<file path="config.mk">
export PLATFORM = sky130hd
export DESIGN_NAME = nubus_mem_arbiter
export DESIGN_NICKNAME = d
export VERILOG_FILES = /design/src/rtl/nubus_pkg.sv /design/src/rtl/nubus_arb_timer.sv /design/src/rtl/nubus_mem_arbiter.sv
export SDC_FILE = /design/constraint.sdc
export NUM_CORES = 1
export LEC_CHECK = 0
export ABC_AREA = 1
export CORE_MARGIN = 1.5
export CORE_UTILIZATION = 44
export DETAILED_ROUTE_END_ITERATION = 6
export PLACE_DENSITY_LB_ADDON = 0.25
export SYNTH_ARGS = -nofsm -noshare
export SYNTH_HDL_FRONTEND = slang
export SYNTH_SLANG_ARGS = --single-unit
</file>
<file path="constraint.sdc">
create_clock -name nub_clkn -period 14.06 [get_ports nub_clkn]
set_clock_uncertainty 0.2 [all_clocks]
set_input_delay 2.109 -clock nub_clkn [delete_from_list [all_inputs] [get_ports nub_clkn]]
set_output_delay 2.109 -clock nub_clkn [all_outputs]
set_load 0.01 [all_outputs]
</file>
<file path="src/rtl/nubus_pkg.sv">
// Shared types for the NuBus memory arbiter: FSM states, grant encodings and
// the NuBus size/address to byte-enable decode.
package nubus_pkg;

  typedef enum logic [1:0] {
    IDLE     = 2'd0,
    SLV_ACC  = 2'd1,
    CPU_ACC  = 2'd2,
    SLV_WAIT = 2'd3
  } arb_state_e;

  localparam logic GRANT_SLV = 1'b0;
  localparam logic GRANT_CPU = 1'b1;

  // tm0n=1 selects word/halfword by addr[1:0]; tm0n=0 is a single byte lane.
  function automatic logic [3:0] nubus_be(input logic tm0n, input logic [1:0] a);
    logic [3:0] be;
    if (!tm0n) begin
      be = 4'b0001 << a;
    end else begin
      case (a)
        2'b01:   be = 4'b0011;
        2'b11:   be = 4'b1100;
        default: be = 4'b1111;
      endcase
    end
    return be;
  endfunction

endpackage

</file>
<file path="src/rtl/nubus_arb_timer.sv">
// Slave-pending timeout counter: clears when idle, counts while enabled and
// strobes on the increment that reaches TIMEOUT_CYCLES.
module nubus_arb_timer #(
  parameter int unsigned TIMEOUT_CYCLES = 255
) (
  input  logic clk,
  input  logic reset,
  input  logic clr,
  input  logic en,
  output logic hit
);

  localparam logic [7:0] LastCount = 8'(TIMEOUT_CYCLES - 1);

  logic [7:0] cnt_q, cnt_d;

  always_comb begin
    cnt_d = cnt_q;
    if (clr) begin
      cnt_d = 8'd0;
    end else if (en) begin
      cnt_d = cnt_q + 8'd1;
    end
  end

  always_ff @(posedge clk or posedge reset) begin
    if (reset) begin
      cnt_q <= 8'd0;
    end else begin
      cnt_q <= cnt_d;
    end
  end

  assign hit = en && !clr && (cnt_q == LastCount);

endmodule

</file>
<file path="src/rtl/nubus_mem_arbiter.sv">
// Shares the card memory port between the NuBus slave path and the local CPU.
// Define NUBUS_ARB_CPU_LOCK_EN to add the cpu_lock input (CPU may hold the port).
module nubus_mem_arbiter
  import nubus_pkg::*;
#(
  parameter int unsigned MEM_AW         = 22,
  parameter int unsigned TIMEOUT_CYCLES = 255
) (
  input  logic              nub_clkn,
  input  logic              reset,
  input  logic              slv_myslotcy,
  input  logic [31:0]       slv_addr,
  input  logic              slv_tm1n,
  input  logic              slv_tm0n,
  input  logic [31:0]       slv_wdata,
  output logic [31:0]       slv_rdata,
  output logic              slv_ready,
  output logic              slv_timeout,
`ifdef NUBUS_ARB_CPU_LOCK_EN
  input  logic              cpu_lock,
`endif
  input  logic              cpu_req,
  input  logic              cpu_we,
  input  logic [31:0]       cpu_addr,
  input  logic [3:0]        cpu_be,
  input  logic [31:0]       cpu_wdata,
  output logic [31:0]       cpu_rdata,
  output logic              cpu_done,
  output logic              mem_valid,
  output logic              mem_we,
  output logic [MEM_AW-1:0] mem_addr,
  output logic [3:0]        mem_be,
  output logic [31:0]       mem_wdata,
  input  logic [31:0]       mem_rdata,
  input  logic              mem_done
);

  arb_state_e state_q, state_d;
  logic       last_grant_q, last_grant_d;
  logic       slv_abort_q, slv_abort_d;

  logic              mem_valid_q, mem_valid_d;
  logic              mem_we_q, mem_we_d;
  logic [MEM_AW-1:0] mem_addr_q, mem_addr_d;
  logic [3:0]        mem_be_q, mem_be_d;
  logic [31:0]       mem_wdata_q, mem_wdata_d;
  logic [31:0]       slv_rdata_q, slv_rdata_d;
  logic              slv_ready_q, slv_ready_d;
  logic              slv_timeout_q, slv_timeout_d;
  logic [31:0]       cpu_rdata_q, cpu_rdata_d;
  logic              cpu_done_q, cpu_done_d;

  logic slv_req, cpu_req_eff, lock_cpu;
  logic grant_slv, grant_cpu;
  logic timer_en, timer_hit, timeout_fire;

  logic unused_addr_bits;
  assign unused_addr_bits = ^{slv_addr[31:MEM_AW+2], cpu_addr[31:MEM_AW+2], cpu_addr[1:0]};

  // A timed-out slave stays ignored until it ends its cycle.
  assign slv_req     = slv_myslotcy && !slv_abort_q;
  // cpu_req is still high in the cycle cpu_done is presented.
  assign cpu_req_eff = cpu_req && !cpu_done_q;

`ifdef NUBUS_ARB_CPU_LOCK_EN
  assign lock_cpu = cpu_lock && (last_grant_q == GRANT_CPU);
`else
  assign lock_cpu = 1'b0;
`endif

  assign timer_en     = slv_myslotcy && !slv_abort_q && (state_q != SLV_WAIT);
  assign timeout_fire = timer_hit && !((state_q == SLV_ACC) && mem_done);

  assign grant_slv = (state_q == IDLE) && !timeout_fire && slv_req && !lock_cpu &&
                     (!cpu_req_eff || (last_grant_q == GRANT_CPU));
  assign grant_cpu = (state_q == IDLE) && !timeout_fire && cpu_req_eff && !grant_slv;

  nubus_arb_timer #(
    .TIMEOUT_CYCLES(TIMEOUT_CYCLES)
  ) u_timer (
    .clk  (nub_clkn),
    .reset(reset),
    .clr  (!slv_myslotcy),
    .en   (timer_en),
    .hit  (timer_hit)
  );

  always_ff @(posedge nub_clkn or posedge reset) begin
    if (reset) begin
      state_q <= IDLE;
    end else begin
      state_q <= state_d;
    end
  end

  always_comb begin
    state_d = state_q;
    unique case (state_q)
      IDLE: begin
        if (timeout_fire)   state_d = SLV_WAIT;
        else if (grant_slv) state_d = SLV_ACC;
        else if (grant_cpu) state_d = CPU_ACC;
      end
      SLV_ACC: begin
        if (mem_done || timeout_fire) state_d = SLV_WAIT;
      end
      CPU_ACC: begin
        if (mem_done) state_d = IDLE;
      end
      SLV_WAIT: begin
        // An abandoned access may still be outstanding at memory.
        if (!slv_myslotcy && (!mem_valid_q || mem_done)) state_d = IDLE;
      end
      default: state_d = IDLE;
    endcase
  end

  always_comb begin
    mem_valid_d   = mem_valid_q;
    mem_we_d      = mem_we_q;
    mem_addr_d    = mem_addr_q;
    mem_be_d      = mem_be_q;
    mem_wdata_d   = mem_wdata_q;
    slv_rdata_d   = slv_rdata_q;
    slv_ready_d   = 1'b0;
    slv_timeout_d = timeout_fire;
    cpu_rdata_d   = cpu_rdata_q;
    cpu_done_d    = 1'b0;
    last_grant_d  = last_grant_q;
    slv_abort_d   = slv_abort_q;

    if (!slv_myslotcy)     slv_abort_d = 1'b0;
    else if (timeout_fire) slv_abort_d = 1'b1;

    if (grant_slv) begin
      mem_valid_d  = 1'b1;
      mem_we_d     = ~slv_tm1n;
      mem_addr_d   = slv_addr[MEM_AW+1:2];
      mem_be_d     = nubus_be(slv_tm0n, slv_addr[1:0]);
      mem_wdata_d  = slv_wdata;
      last_grant_d = GRANT_SLV;
    end else if (grant_cpu) begin
      mem_valid_d  = 1'b1;
      mem_we_d     = cpu_we;
      mem_addr_d   = cpu_addr[MEM_AW+1:2];
      mem_be_d     = cpu_be;
      mem_wdata_d  = cpu_wdata;
      last_grant_d = GRANT_CPU;
    end

    if (mem_done && (state_q != IDLE)) begin
      mem_valid_d = 1'b0;
      if (state_q == SLV_ACC) begin
        slv_rdata_d = mem_rdata;
        slv_ready_d = slv_myslotcy;
      end else if (state_q == CPU_ACC) begin
        cpu_rdata_d = mem_rdata;
        cpu_done_d  = 1'b1;
      end
    end
  end

  always_ff @(posedge nub_clkn or posedge reset) begin
    if (reset) begin
      mem_valid_q   <= 1'b0;
      mem_we_q      <= 1'b0;
      mem_addr_q    <= '0;
      mem_be_q      <= 4'd0;
      mem_wdata_q   <= 32'd0;
      slv_rdata_q   <= 32'd0;
      slv_ready_q   <= 1'b0;
      slv_timeout_q <= 1'b0;
      cpu_rdata_q   <= 32'd0;
      cpu_done_q    <= 1'b0;
      last_grant_q  <= GRANT_CPU;
      slv_abort_q   <= 1'b0;
    end else begin
      mem_valid_q   <= mem_valid_d;
      mem_we_q      <= mem_we_d;
      mem_addr_q    <= mem_addr_d;
      mem_be_q      <= mem_be_d;
      mem_wdata_q   <= mem_wdata_d;
      slv_rdata_q   <= slv_rdata_d;
      slv_ready_q   <= slv_ready_d;
      slv_timeout_q <= slv_timeout_d;
      cpu_rdata_q   <= cpu_rdata_d;
      cpu_done_q    <= cpu_done_d;
      last_grant_q  <= last_grant_d;
      slv_abort_q   <= slv_abort_d;
    end
  end

  assign mem_valid   = mem_valid_q;
  assign mem_we      = mem_we_q;
  assign mem_addr    = mem_addr_q;
  assign mem_be      = mem_be_q;
  assign mem_wdata   = mem_wdata_q;
  assign slv_rdata   = slv_rdata_q;
  assign slv_ready   = slv_ready_q;
  assign slv_timeout = slv_timeout_q;
  assign cpu_rdata   = cpu_rdata_q;
  assign cpu_done    = cpu_done_q;

endmodule

</file>
== Yosys cells after proc, flatten, opt, wreduce, memory -nomap -nowiden ==
Cells that the tools add are included.
Operators by class
  add/subtract/negate cells: 1
  $mul: 0
  div/mod/pow operators: 0
  $lt $le $gt $ge: 0
  eq/ne operators: 13
  shift-type cells: 1
  muxes and demuxes: 30
  bitwise operators: 2
  reduce and logical (&&, ||, !) cells: 32
Operator list (number)
  $mux W32: 2
  $mux W22: 2
  $mux W8: 2
  $logic_and A1 B1 Y1: 14
  $mux W1: 13
  $mux W2: 6
  $mux W4: 3
  $add A8 B1 Y8 const B: 1
  $eq A8 B8 Y1 const B: 1
  $logic_not A1 Y1: 8
  $ne A2 B2 Y1 const B: 4
  $pmux W2 S4: 1
  $pmux W4 S2: 1
  $eq A2 B2 Y1 const B: 3
  $eq A2 B1 Y1 const B: 2
  $ne A2 B1 Y1 const B: 2
  $ne A4 B4 Y1 const B: 1
  $reduce_and A4 Y1: 1
  $reduce_bool A2 Y1: 2
  $shl A1 B2 Y4 const A: 1
  $logic_or A1 B1 Y1: 3
  $reduce_and A3 Y1: 1
  $reduce_bool A3 Y1: 1
  $logic_not A2 Y1: 1
  2 further kinds: 3
Storage, ports and cells
  flip-flop bits (word level): 139
  latch bits: 0
  memory bits (writable): 0
  ROM bits: 0
  bits of input ports: 172
  memories: 0

== Longest topological paths before layout ==
Gate-level depths: netlist (run 1).
  depth in word-level cells: 16
  gate-level depth with buffers: 11
  mapped depth without buffers: 10

== By module ==
A second synthesis (run 1) with hierarchy kept.
Second synthesis, totals
  cell total of the unflattened synthesis: 691
  area total of the unflattened synthesis: 6020.8 um^2
By module, submodules not included
  nubus_mem_arbiter: instances 1, cells each 635, area each 5580.4 um^2, seq. area each 3279.4 um^2
  nubus_arb_timer: instances 1, cells each 56, area each 440.4 um^2, seq. area each 200.2 um^2

== Worst setup path after synthesis (run 1) ==
OpenSTA, ideal clock, no wires.
  kind: input port to flip-flop
  from: in cpu_req
  to: reg mem_wdata_q[10], in the netlist mem_wdata[10]
  arrival time: 3079 ps
  required time: 13792 ps
  setup slack: 10713 ps
  stages on the path: 8
  buffers on the path: 2
  path through: inv_1 > nor2_1 > nand2_1 > nand2_1 > buf_2 > clkbuf_1 > nand3_1 > nand3_1
Between the ends
  word-level cells in the longest chain between the ends: 7
RTL lines
  start, declared: RTL line nubus_mem_arbiter.sv:22  | input logic cpu_req,
  $logic_and A1 B1 Y1 *: RTL line nubus_mem_arbiter.sv:63  | assign cpu_req_eff = cpu_req && !cpu_done_q;
  $logic_not A1 Y1: RTL line nubus_mem_arbiter.sv:75  | (!cpu_req_eff || (last_grant_q == GRANT_CPU));
  $logic_or A1 B1 Y1: RTL line nubus_mem_arbiter.sv:75
  $logic_and A1 B1 Y1: RTL line nubus_mem_arbiter.sv:74  | assign grant_slv = (state_q == IDLE) && !timeout_fire && slv_req && !lock_cpu &&
  $logic_not A1 Y1: RTL line nubus_mem_arbiter.sv:76  | assign grant_cpu = (state_q == IDLE) && !timeout_fire && cpu_req_eff && !grant_slv;
  $logic_and A1 B1 Y1: RTL line nubus_mem_arbiter.sv:76
  $reduce_bool A2 Y1 (no line)
  end signal, assigned: RTL line nubus_mem_arbiter.sv:182  | mem_wdata_q <= mem_wdata_d;
  end, declared: RTL line nubus_mem_arbiter.sv:46  | logic [31:0] mem_wdata_q, mem_wdata_d;
Every way passes the cells marked *; elsewhere a longest branch is shown, timed or not.
A chain may end at the register's enable or synchronous reset.

== Worst setup path after layout (run 1) ==
  from: in slv_myslotcy
  to: reg mem_wdata_q[2], in the netlist mem_wdata[2]
Between the ends
  word-level cells in the longest chain between the ends: 12
RTL lines
  start, declared: RTL line nubus_mem_arbiter.sv:11  | input logic slv_myslotcy,
  $logic_and A1 B1 Y1: RTL line nubus_mem_arbiter.sv:61, nubus_mem_arbiter.sv:71
  $logic_and A1 B1 Y1: RTL line nubus_mem_arbiter.sv:71  | assign timer_en = slv_myslotcy && !slv_abort_q && (state_q != SLV_WAIT);
  $logic_and A1 B1 Y1 (2 in a row): RTL line nubus_arb_timer.sv:34  | assign hit = en && !clr && (cnt_q == LastCount);
  $logic_and A1 B1 Y1: RTL line nubus_mem_arbiter.sv:72  | assign timeout_fire = timer_hit && !((state_q == SLV_ACC) && mem_done);
  $logic_not A1 Y1: RTL line nubus_mem_arbiter.sv:74, nubus_mem_arbiter.sv:76
  $logic_and A1 B1 Y1: RTL line nubus_mem_arbiter.sv:74, nubus_mem_arbiter.sv:76
  $logic_and A1 B1 Y1 (2 in a row): RTL line nubus_mem_arbiter.sv:74
  $logic_not A1 Y1: RTL line nubus_mem_arbiter.sv:76
  $logic_and A1 B1 Y1: RTL line nubus_mem_arbiter.sv:76
  $reduce_bool A2 Y1 (no line)
Parallel ways exist; a longest one is shown, timed or not.

==> flow_metrics.env, run 1 <==
export IMPL_pwr_share_comb_pct=41.9
export IMPL_drtAntennaViolNets=0
export IMPL_internal_power_mw=1.33
export IMPL_syn_inst=695
export IMPL_grtUsageTotal_pct=25.5
export IMPL_dieArea_sq_um=14500
export IMPL_routedWlPerCell_um=16.2
export IMPL_clk_pin_slew_worst_paths_ps=50
export IMPL_hold_viol=0
export IMPL_worstPathCellList="clkdlybuf4s50_1 -> nand2_2 -> nor2_8 -> nand3_4 -> nand3_2 -> buf_4 -> inv_2 -> nand3_1 -> nand3_1"
export IMPL_cts_resized=0
export IMPL_antenna_cells=0
export IMPL_status="finished clean"
export IMPL_setup_violations=0
export IMPL_post_cts_buffers=0
export IMPL_root_buffer="clkbuf_16"
export IMPL_finalCriticalPeriod_ps=4700
export IMPL_fin_cells=1144
export IMPL_end_kind="register"
export IMPL_max_cap_viol_count=0
export IMPL_synth_nets=869
export IMPL_grt_start_max_net_pins=94
export IMPL_vias=5859
export IMPL_power_frac_seq_pct=33.7
export IMPL_worst_pin_slew_ps=1040
export IMPL_post_route_drc_count=0
export IMPL_whs_path_depth=2
export IMPL_ys_ff_latch=139
export IMPL_synth_simple_area_share_pct=26.7
export IMPL_dr_pass1_iters=5
export IMPL_fp_row_count=42
export IMPL_holdBufCountCts=0
export IMPL_p_leak_nw=4.35
export IMPL_place_inst=1112
export IMPL_synthToLayoutAreaGrowth_pct=57.0
export IMPL_p_sw_uw=671
export IMPL_fin_crit_sh_pct=33.4
export IMPL_rrSetupSlack_ps=11090
export IMPL_synth_top_family_by_area="simple AND/OR/NAND/NOR gates"
export IMPL_slew_headroom_pct=30.5
export IMPL_p_per_area_nw_per_um2=209
export IMPL_ios=299
export IMPL_yosysWarnings=0
export IMPL_htree_levels=4
export IMPL_worstHoldPathType="register to register"
export IMPL_crit_family="buffers and inverters"
export IMPL_p_clk_share_pct=24.4
export IMPL_die_h_um=121
export IMPL_cts_sinks=139
export IMPL_worstPathRequired_ps=14140
export IMPL_start_util_pct=45.6
export IMPL_fmax_mhz=213
export IMPL_numCtsBuffers=17
export IMPL_grt_pass1_wl_mm=28.8
export IMPL_hp_start="slv_rdata[4]$_DFFE_PP0P_"
export IMPL_clock_path_buffers=2
export IMPL_finalWirelength_mm=18.6
export IMPL_r2r_start="u_timer.cnt_q[0]$_DFFE_PP0P_"
export IMPL_rr_worst_depth=10
export IMPL_fin_setup_tns_ps=0
export IMPL_die_w_um=121
export IMPL_regToRegEndpoint="mem_wdata[2]$_DFFE_PP0P_"
export IMPL_crit_fanout=61
export IMPL_clock_latency_ps=410
export IMPL_nNetsFinal=1129
export IMPL_vias_per_cell=5.12
export IMPL_grt_pass1_vias=5691
export IMPL_critPathSlowestCell="clkdlybuf4s50_1"
export IMPL_swShare_pct=33.5
export IMPL_synth_seq_area_share_pct=57.2
export IMPL_antenna_found_initial=0
export IMPL_critPathKind="input port to register"
export IMPL_cp_data_arrival_time_ps=4780
export IMPL_peakVddDrop_v=0.000117
export IMPL_max_stage_delay_ps=610
export IMPL_synth_compound_area_share_pct=7.70
export IMPL_tritoncts="built"
export IMPL_post_synth_fa_ha_maj_area_fraction_pct=0.412
export IMPL_final_max_slew_viol_count=0
export IMPL_worst_setup_path_start_kind="input port"
export IMPL_synth_avg_cell_area_sq_um=8.75
export IMPL_rsz0062_at_grt="false"
export IMPL_grt_overflow=0
export IMPL_synth_distinct_cells=27
export IMPL_holdPathEnd="slv_rdata[4]$_DFFE_PP0P_"
export IMPL_design_core_area_sq_um=13300
export IMPL_netlist_area_sq_um=6080
export IMPL_cp_common_cell="nand3_1"
export IMPL_drt_first_iter_violations=508
export IMPL_cp_num_buf_inv=3
export IMPL_io_buffer_count=280
export IMPL_place_congestion=0.818
export IMPL_place_hpwl_mm=12.4
export IMPL_final_layout_size_suffix_gt1_share_pct=5.37
export IMPL_synth_xor_area_share_pct=0
export IMPL_synth_area_mux_share_pct=0
## worst reg2reg max path, cell delays in order (launching register included)
cell and delay (ps):
dfrtp_1 430, inv_1 80, ha_1 180, nand2_1 60, nor2_1 170, nand3_4 110
nand3_2 70, buf_4 560, inv_2 590, nand3_1 280, nand3_1 110
## final cells by class
| type | instances | area, sq um |
|---|---|---|
| clock buffer | 20 | 457 |
| tap | 176 | 220 |
| clock inverter | 12 | 194 |
| inverter | 61 | 234 |
| multi-input combinational | 451 | 2120 |
| sequential | 139 | 3480 |
| fill | 1041 | 3800 |
| timing repair buffer | 285 | 2840 |
## layer usage
metal	global-route usage, %	vias to the layer above	wire (um)	part of all wire (%)
li1	-	2809	-	-
met1	30.4	2770	7420	40
met2	41.5	249	8900	48
met3	9.81	31	1840	9.9
met4	10.2	0	418	2.2
met5	0	-	0	0
## synthesized netlist by cell type
cell / number / area share [%]
dfstp_2: 1 / 0.43
o21ai_0: 79 / 6.5
nor2_8: 1 / 0.33
inv_2: 4 / 0.25
clkbuf_1: 13 / 0.80
o21ai_1: 2 / 0.16
nand2_1: 151 / 9.3
or2_2: 1 / 0.10
buf_4: 10 / 1.2
nor3b_1: 1 / 0.12
nand3_1: 177 / 15
inv_1: 57 / 3.5
buf_2: 13 / 1.1
a21oi_1: 7 / 0.58
dfrtp_1: 138 / 57
nand3_4: 1 / 0.29
a31oi_1: 2 / 0.21
nand3_2: 2 / 0.33
a2bb2oi_1: 1 / 0.14
nand4_1: 2 / 0.21
buf_6: 5 / 0.93
o22ai_1: 1 / 0.10
nor2_2: 1 / 0.10
ha_1: 2 / 0.41
nor2_1: 18 / 1.1
buf_1: 3 / 0.19
nand2_2: 2 / 0.21
## cell families after synthesis
group,Yosys count
simple gates,357
flops,139
buf+inv,105
compound gates,92
fa+ha+maj,2
## cell usage in the layout, fill, tap and decap left out, types with 7 or more instances in the layout
cell | synthesis | routed
nand3_1 | 177 | 176
o21ai_0 | 79 | 79
nand2_1 | 151 | 150
a21oi_1 | 7 | 7
clkdlybuf4s50_1 | 0 | 280
clkbuf_16 | 0 | 17
inv_1 | 57 | 56
dfrtp_1 | 138 | 138
nor2_1 | 18 | 18
## worst max-delay path by stage
stage                            start                  endpoint  depth (start not counted)
final                     slv_myslotcy  mem_wdata[2]$_DFFE_PP0P_                          9
after global routing      slv_myslotcy  last_grant_q$_DFFE_PP1P_                          9
after CTS                 slv_myslotcy  mem_wdata[2]$_DFFE_PP0P_                          9
after detailed placement  slv_myslotcy  mem_wdata[2]$_DFFE_PP0P_                          9
after global placement    slv_myslotcy  last_grant_q$_DFFE_PP1P_                          9
after floorplan                  reset        cpu_done$_DFF_PP0_                          1
## per-stage QoR
step / cell area [sq um] / total power [mW] / util, % / worst slack [ps] / hold WS (ps)
3_3_place_gp: 8900 / 1.50 / 66.7 / 8940 / 264
4_1_cts: 9550 / 2.02 / 71.5 / 9360 / 286
3_5_place_dp: 8900 / 1.52 / 66.7 / 8920 / 272
5_1_grt: 9550 / 2.13 / 71.5 / 9190 / 307
2_1_floorplan: 6080 / 1.06 / - / 8030 / 255
6_report: 9550 / 2.00 / 71.5 / 9360 / 277
## power groups by stage
stage          registers, mW  clock network [mW]  logic, mW
2_1_floorplan          0.749                   0      0.313
3_3_place_gp           0.670                   0      0.830
3_5_place_dp           0.675                   0      0.842
4_1_cts                0.674               0.495      0.848
5_1_grt                0.695               0.515      0.917
6_report               0.674               0.489      0.837
## sequential cells by signal, indices dropped and copies added, names as in the netlist
name	flops
cpu_rdata	32
mem_wdata	32
slv_rdata	32
mem_addr	22
u_timer.cnt_q	8
mem_be	4
state_q	2
cpu_done	1
last_grant_q	1
mem_valid	1
mem_we	1
slv_abort_q	1
slv_ready	1
slv_timeout	1
Power figures use the tool's default switching activity.
==> run 2, diff against run 1 <==
- CORE_UTILIZATION: 44 -> 37
- clock period: 14.06 -> 3.8 ns (I/O delays scaled with it)
==> flow_metrics.env, run 2 (synthesized netlist as in run 1, its figures left out) <==
export IMPL_dieArea_sq_um=17200
export IMPL_root_buffer="clkbuf_16"
export IMPL_end_kind="register"
export IMPL_place_inst=1154
export IMPL_routedWlPerCell_um=15.8
export IMPL_grt_overflow=0
export IMPL_slew_headroom_pct=32.3
export IMPL_clock_path_buffers=2
export IMPL_holdBufCountCts=0
export IMPL_setup_violations=0
export IMPL_grt_start_max_net_pins=67
export IMPL_die_h_um=131
export IMPL_cts_resized=0
export IMPL_max_cap_viol_count=0
export IMPL_vias=5784
export IMPL_final_cell_mix="280 x clkdlybuf4s50_1, 176 x nand3_1, 150 x nand2_1, 138 x dfrtp_1, 79 x o21ai_0"
export IMPL_final_layout_size_suffix_gt1_share_pct=5.67
export IMPL_finalCriticalPeriod_ps=2640
export IMPL_finalWirelength_mm=18.8
export IMPL_worstPathRequired_ps=3900
export IMPL_peakVddDrop_v=0.000370
export IMPL_place_congestion=0.813
export IMPL_fmax_mhz=378
export IMPL_io_buffer_count=280
export IMPL_fp_row_count=46
export IMPL_nNetsFinal=1131
export IMPL_drt_first_iter_violations=291
export IMPL_critPathKind="input port to register"
export IMPL_vias_per_cell=4.88
export IMPL_cp_common_cell="nand2_2"
export IMPL_drtAntennaViolNets=0
export IMPL_fin_hold_ws_ps=283
export IMPL_final_max_slew_viol_count=0
export IMPL_tritoncts="built"
export IMPL_place_hpwl_mm=12.7
export IMPL_worst_setup_path_start_kind="input port"
export IMPL_final_common_cell="clkdlybuf4s50_1"
export IMPL_grtUsageTotal_pct=22.4
export IMPL_design_core_area_sq_um=15900
export IMPL_ios=299
export IMPL_fin_crit_sh_pct=69.6
export IMPL_finalPower_mw=7.27
export IMPL_grt_pass1_wl_mm=30.8
export IMPL_start_util_pct=38.1
export IMPL_htree_levels=4
export IMPL_max_stage_delay_ps=570
export IMPL_worst_pin_slew_ps=1020
export IMPL_fin_cells=1186
export IMPL_critPathSlowestCell="clkdlybuf4s50_1"
export IMPL_post_cts_buffers=0
export IMPL_clock_latency_ps=410
export IMPL_synthToLayoutAreaGrowth_pct=57.6
export IMPL_worstPathCellList="clkdlybuf4s50_1 -> nand2_2 -> nor2_8 -> nand3_4 -> nand3_2 -> buf_4 -> nand2_2 -> o22ai_1 -> inv_1"
export IMPL_clk_pin_slew_worst_paths_ps=60
export IMPL_status="finished clean"
export IMPL_crit_fanout=66
export IMPL_grt_pass1_vias=5806
export IMPL_fin_setup_tns_ps=0
export IMPL_p_leak_nw=4.33
export IMPL_hold_viol=0
export IMPL_antenna_found_initial=1
export IMPL_p_per_area_nw_per_um2=758
export IMPL_dr_pass1_iters=4
export IMPL_rsz0062_at_grt="false"
export IMPL_worstHoldPathType="register to register"
export IMPL_antenna_cells=0
export IMPL_die_w_um=131
export IMPL_post_route_drc_count=0
export IMPL_cts_sinks=139
export IMPL_cp_data_arrival_time_ps=2750
export IMPL_numCtsBuffers=17
run 2: cell type report:
class / count / area, sq um
timing repair buffer: 287 / 2880
fill: 1402 / 6360
inverter: 61 / 233
clock inverter: 14 / 160
multi-input combinational: 451 / 2120
tap: 216 / 270
clock buffer: 18 / 439
sequential: 139 / 3480
run 2: stage by stage:
stage          setup slack [ps]  util, %  area (sq um)
6_report                   1160     60.1          9590
5_1_grt                    1030     60.1          9590
4_1_cts                    1150     60.1          9590
3_5_place_dp                681     56.4          8990
3_3_place_gp                685     56.4          8990
2_1_floorplan              1300        -          6080
run 2: power breakdown:
part	switching, mW	leakage, nW	internal, mW
clock	0.679	0.286	0.999
sequential	0.362	1.75	2.13
combinational	1.50	2.29	1.60
run 2: layer usage:
metal / part of all wire [%] / routed length, um / GRT usage (%) / vias up
li1: - / - / - / 2815
met3: 10 / 1960 / 8.87 / 29
met5: 0.069 / 13 / 0 / -
met1: 42 / 7870 / 27.2 / 2689
met4: 2.0 / 377 / 7.49 / 2
met2: 46 / 8570 / 36.2 / 249
run 2: worst max-delay path: cells and delay by family:
| kind | cells | cell delay, ps |
|---|---|---|
| buf+inv | 3 | 1180 |
| simple gates | 5 | 760 |
| compound gates | 1 | 170 |
run 2: final timing paths:
kind | from | endpoint | slack, ps | cells after the start
worst max-delay path | slv_myslotcy | mem_valid$_DFFE_PP0P_ | 1160 | 9
worst min-delay path | cpu_rdata[27]$_DFFE_PP0P_ | cpu_rdata[27]$_DFFE_PP0P_ | 280 | 2
worst max register to register | u_timer.cnt_q[0]$_DFFE_PP0P_ | mem_valid$_DFFE_PP0P_ | 1280 | 10
worst min register to register | cpu_rdata[27]$_DFFE_PP0P_ | cpu_rdata[27]$_DFFE_PP0P_ | 280 | 2
max in group asynchronous | reset | u_timer.cnt_q[7]$_DFFE_PP0P_ | 2160 | 3
min in group asynchronous | reset | slv_rdata[24]$_DFFE_PP0P_ | 480 | 2
